File: src/rtl/smaesh_shares_deserializer.sv
// rtl/smaesh_shares_deserializer.sv - packs a 32-bit word stream into one 128*d-bit share-major block
// Optional macro SMAESH_DESER_DOUBLE_BUFFER_EN adds a second bank for back-to-back blocks.
module smaesh_shares_deserializer #(
    parameter int d = 2
) (
    input  logic               clk,
    input  logic               rst,
    input  logic               in_valid,
    output logic               in_ready,
    input  logic [31:0]        in_data,
    input  logic               in_last,
    output logic               out_valid,
    input  logic               out_ready,
    output logic [128*d-1:0]   out_shares_data,
    output logic               err
);
    localparam int NW = 4 * d;
    localparam int CW = $clog2(NW);
    localparam int BW = 128 * d;
    localparam logic [CW-1:0] CNT_LAST = CW'(NW - 1);

    logic [CW-1:0] cnt;
    logic          hs_in;
    logic          at_last;
    logic          blk_done;

    assign hs_in    = in_valid & in_ready;
    assign at_last  = (cnt == CNT_LAST);
    assign blk_done = hs_in & at_last & in_last;

    // Framing: a block ends on the NW-th word and only there; any other pairing drops the frame.
    always_ff @(posedge clk) begin
        if (rst) begin
            cnt <= '0;
            err <= 1'b0;
        end else begin
            err <= 1'b0;
            if (hs_in) begin
                if (at_last || in_last) begin
                    cnt <= '0;
                    err <= ~(at_last & in_last);
                end else begin
                    cnt <= cnt + 1'b1;
                end
            end
        end
    end

`ifdef SMAESH_DESER_DOUBLE_BUFFER_EN
    logic [BW-1:0] bank [2];
    logic [1:0]    full;
    logic          wptr;
    logic          rptr;

    // wptr always sits on the bank being filled, so it is full only when both banks are.
    assign in_ready        = ~full[wptr] & ~rst;
    assign out_valid       = full[rptr];
    assign out_shares_data = bank[rptr];

    always_ff @(posedge clk) begin
        if (hs_in) begin
            bank[wptr][32*cnt +: 32] <= in_data;
        end
    end

    // Completion targets an empty bank and handout a full one, so both may fire together.
    always_ff @(posedge clk) begin
        if (rst) begin
            full <= 2'b00;
            wptr <= 1'b0;
            rptr <= 1'b0;
        end else begin
            if (blk_done) begin
                full[wptr] <= 1'b1;
                wptr       <= ~wptr;
            end
            if (out_valid && out_ready) begin
                full[rptr] <= 1'b0;
                rptr       <= ~rptr;
            end
        end
    end
`else
    typedef enum logic {
        FILL = 1'b0,
        FULL = 1'b1
    } state_t;

    state_t        state;
    logic [BW-1:0] data_q;

    assign in_ready        = (state == FILL) & ~rst;
    assign out_shares_data = data_q;

    always_ff @(posedge clk) begin
        if (hs_in) begin
            data_q[32*cnt +: 32] <= in_data;
        end
    end

    always_ff @(posedge clk) begin
        if (rst) begin
            state     <= FILL;
            out_valid <= 1'b0;
        end else begin
            case (state)
                FILL: begin
                    if (blk_done) begin
                        state     <= FULL;
                        out_valid <= 1'b1;
                    end
                end
                FULL: begin
                    if (out_ready) begin
                        state     <= FILL;
                        out_valid <= 1'b0;
                    end
                end
                default: begin
                    state     <= FILL;
                    out_valid <= 1'b0;
                end
            endcase
        end
    end
`endif

endmodule
File: config.mk
export PLATFORM = sky130hd
export DESIGN_NAME = smaesh_shares_deserializer
export DESIGN_NICKNAME = d
export VERILOG_FILES = /design/src/rtl/smaesh_shares_deserializer.sv
export SDC_FILE = /design/constraint.sdc
export NUM_CORES = 1
export LEC_CHECK = 0
export CAP_MARGIN = 10
export CORE_UTILIZATION = 45
export DETAILED_ROUTE_END_ITERATION = 10
export PLACE_DENSITY = 0.85
export RECOVER_POWER = 25
export SETUP_SLACK_MARGIN = 0.3
export SLEW_MARGIN = 20
export SYNTH_ARGS = -nofsm -noshare
export SYNTH_HDL_FRONTEND = slang
export SYNTH_SLANG_ARGS = --single-unit
File: constraint.sdc
create_clock -name clk -period 14.75 [get_ports clk]
set_input_delay 1.475 -clock clk [delete_from_list [all_inputs] [get_ports clk]]
set_output_delay 1.475 -clock clk [all_outputs]
set_load 0.02 [all_outputs]
==> summary.txt <==
Logic synthesis
  • Area contributors post-synth: edfxtp_1 (75%), nor3_1 (6.4%), nor4_1 (5.5%)
  • Synth top area share: 0.745
  • Syn. warnings: 0
  • Cell count after synthesis: between 600 and 700
  • Mapped Nets: 739
  • Yosys cell types: 33
  • Yosys reg bits: 262
  • Register area share after synthesis: 0.757
  • Avg Inst Size Synth: 14.8 um2
  • Post-Syn Area: ~10000 um2
  • Synth area leader: edfxtp_1

Clock network
  • Clock tree buffer depth: 3
  • Num CTS Buffers: 26
  • Clock insertion delay at the later pin of the skew report: 0.52 ns
  • Clock Sinks: 262
  • CTS Hold Bufs: 0
  • CTS tree: yes
  • CTS clk-pin slew, worst paths: 0.06 ns
  • Post-CTS Setup Inserts: 0
  • Post-CTS sizing: 0
  • Htree depth: 1
  • CTS root buffer: clkbuf_16

Pwr
  • Sequential fraction of design power: 0.498
  • Int Pwr: ~1.3 mW
  • Pwr Density: between 100 and 150 nW/um2
  • Comb power frac: 0.076
  • Sw Share: 0.223
  • Clk network pwr share: 0.425
  • Psw: 0.368 mW
  • Power, Total: 1.65 mW
  • Worst ir drop on vdd: a little under 0.00006 V
  • Pleak: around 4.7 nW

Routing
  • Final wirelength: 30800 um
  • Post-DR wirelength/cell: 24.3 um
  • First-pass iteration count of the detailed router: 5
  • Post-route antenna net violation count: 0
  • Remaining DRCs: 0
  • Via Count: 7343
  • DR iter-0 viols: about 640
  • Vias per inst: 5.80

Layout
  • Nets: 1006
  • Most frequent cells in the layout: edfxtp_1 (256), dlygate4sd3_1 (191), nor3_1 (126)
  • Area grow syn2layout: 39.4%
  • Commonest non-fill, non-tap cell in the layout: edfxtp_1
  • Register area: 7810 um2
  • Number of diodes: 0
  • Fraction of layout instances using a drive strength above 1: 0.0937
  • Multi-input logic area: about 2100 um2
  • Final instance area: 14400 um2
  • Fillcell total: 1633

Timing
  • Max frequency: 219 MHz
  • Final setup violating endpoints: 0
  • RSZ-0062 raised after global routing: no
  • Final min period: about 4.6 ns
  • Max Slew Vio Count: 0
  • Final Hold Vio Count: 0
  • Least-Margin Pin Slew: 1.07 ns
  • Fin Setup TNS: 0 ns
  • Fin crit share: 0.309
  • Relative slew slack: 0.289
  • Worst-case clock skew: 0.0115 ns

Worst setup path
  • Worst setup startpoint: cnt[0]$_SDFFE_PP0N_
  • CP Data Arrival Time: 4.72 ns
  • Critical Path Start Type: register
  • Worst r2r src: cnt[0]$_SDFFE_PP0N_
  • CP Capture Type: register
  • WS Path Type: reg2reg
  • Max FO, Critical Path: 38
  • WP data required: 14.91 ns

Placement
  • Port Buffers: 295
  • Placed cell area: 13400 um2
  • Dpl hpwl: 20800 um
  • Final Wtd Congestion: 0.807

GRT
  • Overflow after GRT: 0
  • Global-route wire length before repair: between 40000 and 50000 um
  • Vias in the first global route: 7213
  • Tot GR Track Use: 0.258
  • Largest net degree at the start of global routing: 100
  • Antenna violations before repair: 0

Die
  • Core box area: 22600 um2
  • Die height: 153 um
  • DIE AREA: 23500 um2
  • FP Rows: 55
  • Die X: 153 um
  • Ports: 296
  • Starting Density: 0.457

Run status
  • Status: finished clean

Hold path
  • Hold_sp: out_valid$_SDFFE_PP0P_
  • Hold/Removal Path Class: reg2reg

Run
  • Max Cap Violations: 0
==> registers in the layout, indices dropped and copies added (netlist names) <==
register / cells
state: 1
err: 1
out_shares_data: 256
out_valid: 1
cnt: 3
==> cell usage after synthesis <==
| master | number |
|---|---|
| a211oi_1 | 1 |
| a21o_1 | 1 |
| a21oi_1 | 2 |
| buf_1 | 8 |
| buf_2 | 18 |
| buf_6 | 11 |
| clkbuf_1 | 36 |
| clkinv_1 | 1 |
| dfxtp_1 | 6 |
| edfxtp_1 | 256 |
| ha_1 | 5 |
| inv_1 | 35 |
| mux2_2 | 1 |
| mux2i_1 | 2 |
| nand2_1 | 1 |
| nand2b_1 | 5 |
| nand3b_1 | 27 |
| nand4b_1 | 1 |
| nor2_1 | 29 |
| nor2_2 | 1 |
| nor2b_1 | 1 |
| nor3_1 | 131 |
| nor3_2 | 9 |
| nor4_1 | 91 |
| nor4_2 | 8 |
| o311ai_2 | 1 |
| or2_1 | 1 |
| or2_2 | 1 |
| or3_1 | 1 |
| or3b_1 | 1 |
| or3b_2 | 3 |
| or4b_1 | 1 |
| xnor2_1 | 1 |
==> final timing paths <==
check	end	slack, ns	cells after the start
min reg2reg	out_valid$_SDFFE_PP0P_	0.47	2
min	out_valid$_SDFFE_PP0P_	0.47	2
max	out_shares_data[127]$_DFFE_PP_	10.19	7
max reg2reg	out_shares_data[127]$_DFFE_PP_	10.19	7
==> final cells by class <==
class / count / area share
Clock buffer: 34 / 0.0502
Clock inverter: 12 / 0.0129
Inverter: 36 / 0.00940
Multi-Input combinational cell: 326 / 0.144
Sequential cell: 262 / 0.543
Tap cell: 285 / 0.0248
Timing Repair Buffer: 312 / 0.216
==> per-layer routing <==
| layer | GRT usage | vias to the layer above | share of wire |
|---|---|---|---|
| li1 | - | 3204 | - |
| met1 | 0.313 | 3612 | 0.37 |
| met2 | 0.450 | 447 | 0.51 |
| met3 | 0.0561 | 80 | 0.087 |
| met4 | 0.103 | 0 | 0.039 |
| met5 | 0 | - | 0 |
==> power by group through the flow <==
stage | clock (mW) | combinational [mW] | sequential [mW]
after floorplan | 0 | 0.0760 | 0.842
after global placement | 0 | 0.121 | 0.838
after detailed placement | 0 | 0.124 | 0.838
after CTS | 0.706 | 0.125 | 0.822
after global routing | 0.734 | 0.134 | 0.822
final | 0.701 | 0.126 | 0.822
==> kinds of logic (layout without fill, tap and decap cells) <==
group / count (synthesis) / after routing / synth area share
DFF: 262 / 262 / 0.757
AOI/OAI and AO/OA: 5 / 5 / 0.00400
muxes: 3 / 3 / 0.00303
buffers and inverters: 109 / 394 / 0.0499
xor gates and xnor gates: 1 / 1 / 0.000849
adders and majority gates: 5 / 5 / 0.00607
and+or+nand+nor: 312 / 312 / 0.179
==> stage by stage <==
stage | utilization | cells | setup slack [ns] | hold slack (ns)
2_1_floorplan | - | 697 | 9.04 | 0.476
3_3_place_gp | 0.595 | 1220 | 10.44 | 0.457
3_5_place_dp | 0.595 | 1220 | 10.25 | 0.468
4_1_cts | 0.635 | 1266 | 10.24 | 0.479
5_1_grt | 0.637 | 1267 | 9.88 | 0.517
6_report | 0.637 | 1267 | 10.19 | 0.473
==> worst max-delay path, stage by stage, from the launching register on <==
cell,delay [ns]
dfxtp_2,0.87
clkinv_1,0.84
ha_1,0.50
ha_1,0.41
nand2b_2,0.47
buf_4,0.46
nor3_2,0.18
buf_4,0.43
Note: power is estimated with default switching activity, not from simulation.
